### src/rtl/vga_timing_gen.sv
// Parametrised VGA raster timing: sync, blanking, coordinates and frame/line pulses.
// Outputs are registered from next-state counters; en=0 holds position and suppresses pulses.
module vga_timing_gen #(
  parameter int H_ACTIVE = 640,
  parameter int H_FP     = 16,
  parameter int H_SYNC   = 96,
  parameter int H_BP     = 48,
  parameter int V_ACTIVE = 480,
  parameter int V_FP     = 10,
  parameter int V_SYNC   = 2,
  parameter int V_BP     = 33,
  parameter int HS_POL   = 0,
  parameter int VS_POL   = 0,
  parameter int CW       = 10
) (
  input  logic          clk,
  input  logic          rst,
  input  logic          en,
  output logic          hsync,
  output logic          vsync,
  output logic          isDispRGB,
  output logic          dispPulse,
  output logic          lineStart,
  output logic [CW-1:0] x,
  output logic [CW-1:0] y
);

  localparam int H_TOTAL = H_ACTIVE + H_FP + H_SYNC + H_BP;
  localparam int V_TOTAL = V_ACTIVE + V_FP + V_SYNC + V_BP;

  localparam logic [CW-1:0] X_LAST = CW'(H_TOTAL - 1);
  localparam logic [CW-1:0] Y_LAST = CW'(V_TOTAL - 1);

  // Region bounds kept 32 bits wide so a zero back porch cannot overflow CW.
  localparam logic [31:0] H_ACT_END  = 32'(H_ACTIVE);
  localparam logic [31:0] H_SYNC_BEG = 32'(H_ACTIVE + H_FP);
  localparam logic [31:0] H_SYNC_END = 32'(H_ACTIVE + H_FP + H_SYNC);
  localparam logic [31:0] V_ACT_END  = 32'(V_ACTIVE);
  localparam logic [31:0] V_SYNC_BEG = 32'(V_ACTIVE + V_FP);
  localparam logic [31:0] V_SYNC_END = 32'(V_ACTIVE + V_FP + V_SYNC);

  localparam logic HS_ACT = (HS_POL != 0);
  localparam logic VS_ACT = (VS_POL != 0);

  logic [CW-1:0] x_nxt;
  logic [CW-1:0] y_nxt;
  logic [31:0]   x_ext;
  logic [31:0]   y_ext;
  logic          x_wrap;
  logic          hs_nxt;
  logic          vs_nxt;
  logic          de_nxt;

  always_comb begin
    x_wrap = (x == X_LAST);
    x_nxt  = x_wrap ? '0 : x + CW'(1);
    y_nxt  = y;
    if (x_wrap) begin
      y_nxt = (y == Y_LAST) ? '0 : y + CW'(1);
    end
    x_ext  = 32'(x_nxt);
    y_ext  = 32'(y_nxt);
    hs_nxt = (x_ext >= H_SYNC_BEG && x_ext < H_SYNC_END) ? HS_ACT : ~HS_ACT;
    vs_nxt = (y_ext >= V_SYNC_BEG && y_ext < V_SYNC_END) ? VS_ACT : ~VS_ACT;
    de_nxt = (x_ext < H_ACT_END) && (y_ext < V_ACT_END);
  end

  // Reset parks at the last pixel so the first enabled edge lands on (0,0).
  always_ff @(posedge clk or posedge rst) begin
    if (rst) begin
      x         <= X_LAST;
      y         <= Y_LAST;
      hsync     <= ~HS_ACT;
      vsync     <= ~VS_ACT;
      isDispRGB <= 1'b0;
      dispPulse <= 1'b0;
      lineStart <= 1'b0;
    end else if (en) begin
      x         <= x_nxt;
      y         <= y_nxt;
      hsync     <= hs_nxt;
      vsync     <= vs_nxt;
      isDispRGB <= de_nxt;
      lineStart <= (x_nxt == '0);
      dispPulse <= (x_nxt == '0) && (y_nxt == '0);
    end else begin
      lineStart <= 1'b0;
      dispPulse <= 1'b0;
    end
  end

endmodule

### config.mk
export PLATFORM = sky130hd
export DESIGN_NAME = vga_timing_gen
export DESIGN_NICKNAME = d
export VERILOG_FILES = /design/src/rtl/vga_timing_gen.sv
export SDC_FILE = /design/constraint.sdc
export NUM_CORES = 1
export LEC_CHECK = 0
export ABC_AREA = 1
export BUFFER_PORTS_ARGS = -buffer_cell sky130_fd_sc_hd__clkbuf_2
export CAP_MARGIN = 25
export CORE_UTILIZATION = 60
export CTS_CLUSTER_SIZE = 8
export DETAILED_ROUTE_END_ITERATION = 8
export GPL_TIMING_DRIVEN = 0
export PLACE_DENSITY_LB_ADDON = 0.25
export SLEW_MARGIN = 20
export SYNTH_ARGS = -nofsm -noshare
export SYNTH_HDL_FRONTEND = slang
export SYNTH_SLANG_ARGS = --single-unit
### constraint.sdc
create_clock -name clk -period 3.4 [get_ports clk]
set_clock_uncertainty 0.1 [all_clocks]
set_input_delay 0.51 -clock clk [delete_from_list [all_inputs] [get_ports clk]]
set_output_delay 0.51 -clock clk [all_outputs]
set_load 0.005 [all_outputs]
After elaboration in Yosys (flattened, before gate mapping):

Cells that the tools add are included.

* flip-flop bits (word level): 25
* bits of input ports: 3
* output and inout port bits: 25

* $add $sub $neg: 2
* order comparisons: 6
* equality and inequality tests: 2
* mux-type cells: 7
* reduce and logical (&&, ||, !) cells: 6

Operators with widths (number)
* $mux 10: 3
* $add 10x1->10 const B: 2
* $eq 10x10->1 const B: 2
* $logic_not 10->1: 2
* $lt 10x10->1 const B: 2
* $lt 10x9->1 const B: 2
* $ge 10x10->1 const B: 1
* $ge 10x9->1 const B: 1
* $logic_and 1x1->1: 4
* $mux 1: 4

Depth between registers and ports, before layout:

* depth after elaboration: 6
* mapped depth: 13
* mapped depth without buffers: 13

Least setup slack after synthesis:

Ideal clock, no wire load.

* path kind: flip-flop to flip-flop
* from: register x[0]
* to: register isDispRGB
* library setup time: 117 ps
* data arrival time: 1738 ps
* required time: 3183 ps
* setup slack: 1446 ps
* stages on the path, launching flop included: 14
* path buffers: 1
* clock period less this slack: 1954 ps
* cell sequence: dfstp_2 -> ha_1 -> nand2_2 -> nor2_4 -> inv_2 -> nor2_8 -> buf_8 -> nand3_2 -> nand2_1 -> nand2_1 -> nor2_1 -> nand2_1 -> nand2_1 -> nand2_1

* cells in the longest elaborated chain, start to end: 4
* elaborated cells between the ends (all ways): 7
* classes of those cells: add/sub (1); order compare (2); eq/ne (1); mux (2); reduce/logical (1)

RTL lines
* from (decl): line 24 `output logic [CW-1:0] x,`
* from (signal assigned): line 79 `x <= x_nxt;`
* $add 10x1->10 / $eq 10x10->1 (equally long branches): line 56, 55
* $mux 10 (on tied branches): line 56, 58
* $lt 10x10->1 / $lt 10x9->1 (equally long branches): line 65 `de_nxt = (x_ext < H_ACT_END) && (y_ext < V_ACT_END);`
* $logic_and 1x1->1 (*): line 65
* to (signal assigned): line 83 `isDispRGB <= de_nxt;`
* to (decl): line 21 `output logic isDispRGB,`

Every way passes the cells marked *; elsewhere a longest branch is shown, timed or not.
A chain may end at the register's enable or synchronous reset.

Final worst setup path:

* from: register x[0]
* to: register dispPulse

* cells in the longest elaborated chain, start to end: 5
* elaborated cells between the ends (all ways): 8
* classes of those cells: add/sub (1); eq/ne (1); mux (3); reduce/logical (3)

RTL lines
* $add 10x1->10 / $eq 10x10->1 (equally long branches): line 56, 55
* $mux 10 (on tied branches): line 56, 58
* $logic_not 10->1: line 85 `dispPulse <= (x_nxt == '0) && (y_nxt == '0);`
* $logic_and 1x1->1 (*): line 85
* $mux 1 (*): line 78 `end else if (en) begin`
* to (signal assigned): line 85
* to (decl): line 22 `output logic dispPulse,`

Marks and branches as above.

==> metrics.txt <==
status=finished clean; initial antenna violation count=0; post-synth top area cell=nand2_1; clk slew on worst S/H paths=160 ps; Post-Syn Nets=264; top cell type's share of synthesized area=19.07%; Placed Instances=315; vias in the first global route=1,556; # diodes=0; synthesized instance count=257; CTS tree=built; Max Cap Viol=0; DR pass1 iterations=4; clock sink count=25; Switching Share=39.85%; pre-CTS WS=1226 ps; final setup violation count=0; Cell Rows=19; Clock power frac=15.5%; pins over their slew limit=0; root buffer cell=clkbuf_4; Final WS setup=1139 ps; final number of hold-violating endpoints=0; via count=1,699; Max FO, Critical Path=10; sum of negative setup slack=0 ps; Critical-path top delay cell=dfstp_2; endpoint type of the worst setup path=flop; area grow syn2layout=13.51%; Slew @ Worst Pin=544.8 ps; Slew Limit Headroom=63.68%; # resized after CTS=0; hpwl dp=2801 um; FF+latch count, synth=25; static leakage=1.023 nW; final cell count without fillers=320; CORE AREA=2734 um^2; CP cell instances=ha_1 -> nand2_2 -> nor2_4 -> nand2_1 -> o21ai_0 -> nand2_1 -> nor2_1 -> nand3_1 -> nor2_1; detailed router's first-iteration violation count=115; die width=55.43 um; grt ovf=0; die height=55.43 um; CTS Buf Count=3; Finished Core Util=71.12%; register share of total power=49.6%; Seq/Total Area, Yosys=37.40%; post-synthesis cell area=1713 um^2; clk_lat worst skew=330 ps; CP required=3580 ps; CP arrival=2440 ps; type of the worst min-delay path=in2async; I/O pins=28; total die area=3072 um^2; Longest Clk Path Bufs=2; FILL cells=261; vias per cell=5.309; Starting Density=62.65%; Distinct cells, synth=22; Routed WL=3876 um; Comb power frac=34.9%; Area contributors post-synth=nand2_1 (19%), dfrtp_1 (19%), dfstp_2 (18%); setup repair after global routing missed its margin=false; crit-path max cell delay=610 ps; hold-fix buffers at CTS=0; min Tclk post-route=2261 ps; placed instance area=1887 um^2; yosys warns=0; I/O Buffers=27; layout cells sized above 1=18.69%; largest net degree at the start of global routing=26; number of setup buffers added after CTS=0; Power, Total=0.9274 mW; Antenna Nets Post-Route=0; DR WL/cell=12.11 um; Tot GR Track Use=27.65%; period utilisation layout=66.49%; final RePlAce weighted congestion=0.8976; post-route cell area=1944 um^2; worst vdd ir=0.4038 mV; Final Net Count=297; # H-tree levels=1; Net Switching=0.3696 mW; DRC errors left=0; worst r2r path cells=9; Mean Syn Cell Area=6.665 um^2; Power Density=477.0 nW/um^2; worst hold slack=41.14 ps; first-pass GRT wire length=6796 um; critical path class=reg2reg; maximum clock rate=0.4423 GHz; Critical Path Start Type=flop; Pint=0.5578 mW
[registers in the layout, indices dropped and copies added, names as in the netlist]
name / cells
lineStart: 1
vsync: 1
dispPulse: 1
y: 10
isDispRGB: 1
x: 10
hsync: 1
[metal layers]
layer	GRT usage, %	routed length, um	vias to the layer above
met5	0	0	-
met4	10.71	82	0
met3	2.342	157	10
met2	45.09	1850	45
met1	38.26	1787	768
li1	-	-	876
[path summary, 6_finish.rpt]
kind,startpoint,to,slack [ps]
setup / recovery,x[0],dispPulse,1140
hold / removal,rst,x[6],40
hold reg to reg,vsync,vsync,400
min in group clk,en,y[1],370
setup reg to reg,x[0],dispPulse,1140
max in group asynchronous,rst,y[2],2660
[power by group through the flow]
stage	Clock [mW]	Sequential [mW]	Combinational, mW
CTS	0.146	0.459	0.318
finish	0.144	0.460	0.323
detailed placement	0	0.464	0.317
global route	0.162	0.472	0.376
floorplan	0	0.458	0.209
global placement	0	0.465	0.312
[worst max-delay path, delay by kind of cell, from the launching register on]
family / cells / cell delay (ps)
simple gates: 7 / 970
fa+ha+maj: 1 / 210
flops: 1 / 610
compound gates: 1 / 300
[final cells by class]
cell class	count	area [um^2]	share of cell area [%]
inverters	37	138.9	7.143
clock inverters	1	7.507	0.3861
well taps	31	38.79	1.995
flip-flops and latches	25	640.6	32.95
plain buffers	6	33.78	1.737
multi-input cells	189	899.6	46.27
repair buffers	28	162.7	8.366
clock buffers	3	22.52	1.158
[cell usage after synthesis, drive strengths merged]
| cell | number |
|---|---|
| nand3 | 27 |
| dfrtp | 13 |
| nand4 | 6 |
| nand2 | 89 |
| ha | 4 |
| o21bai | 2 |
| inv | 37 |
| nor2 | 31 |
| dfstp | 12 |
| nor3 | 1 |
| o21ai | 23 |
| a21oi | 2 |
| xnor2 | 2 |
| buf | 2 |
| clkbuf | 4 |
| o21a | 2 |
[placed cells by master (no fill, tap or decap), drive strengths merged, types with 3 or more instances in the layout]
| master | Yosys | layout |
|---|---|---|
| nand3 | 27 | 27 |
| ha | 4 | 4 |
| inv | 37 | 37 |
| dfrtp | 13 | 13 |
| buf | 2 | 3 |
| nor2 | 31 | 31 |
| nand2 | 89 | 89 |
| nand4 | 6 | 6 |
| dfstp | 12 | 12 |
| clkbuf | 4 | 34 |
| o21ai | 23 | 23 |
[kinds of logic after synthesis]
| logic type | Yosys count | share of synthesized area, % |
|---|---|---|
| fa+ha+maj | 4 | 2.922 |
| buf+inv | 43 | 10.08 |
| simple gates | 154 | 39.52 |
| compound gates | 29 | 9.057 |
| flops | 25 | 37.40 |
| xor+xnor | 2 | 1.023 |
Power figures use the tool's default switching activity.
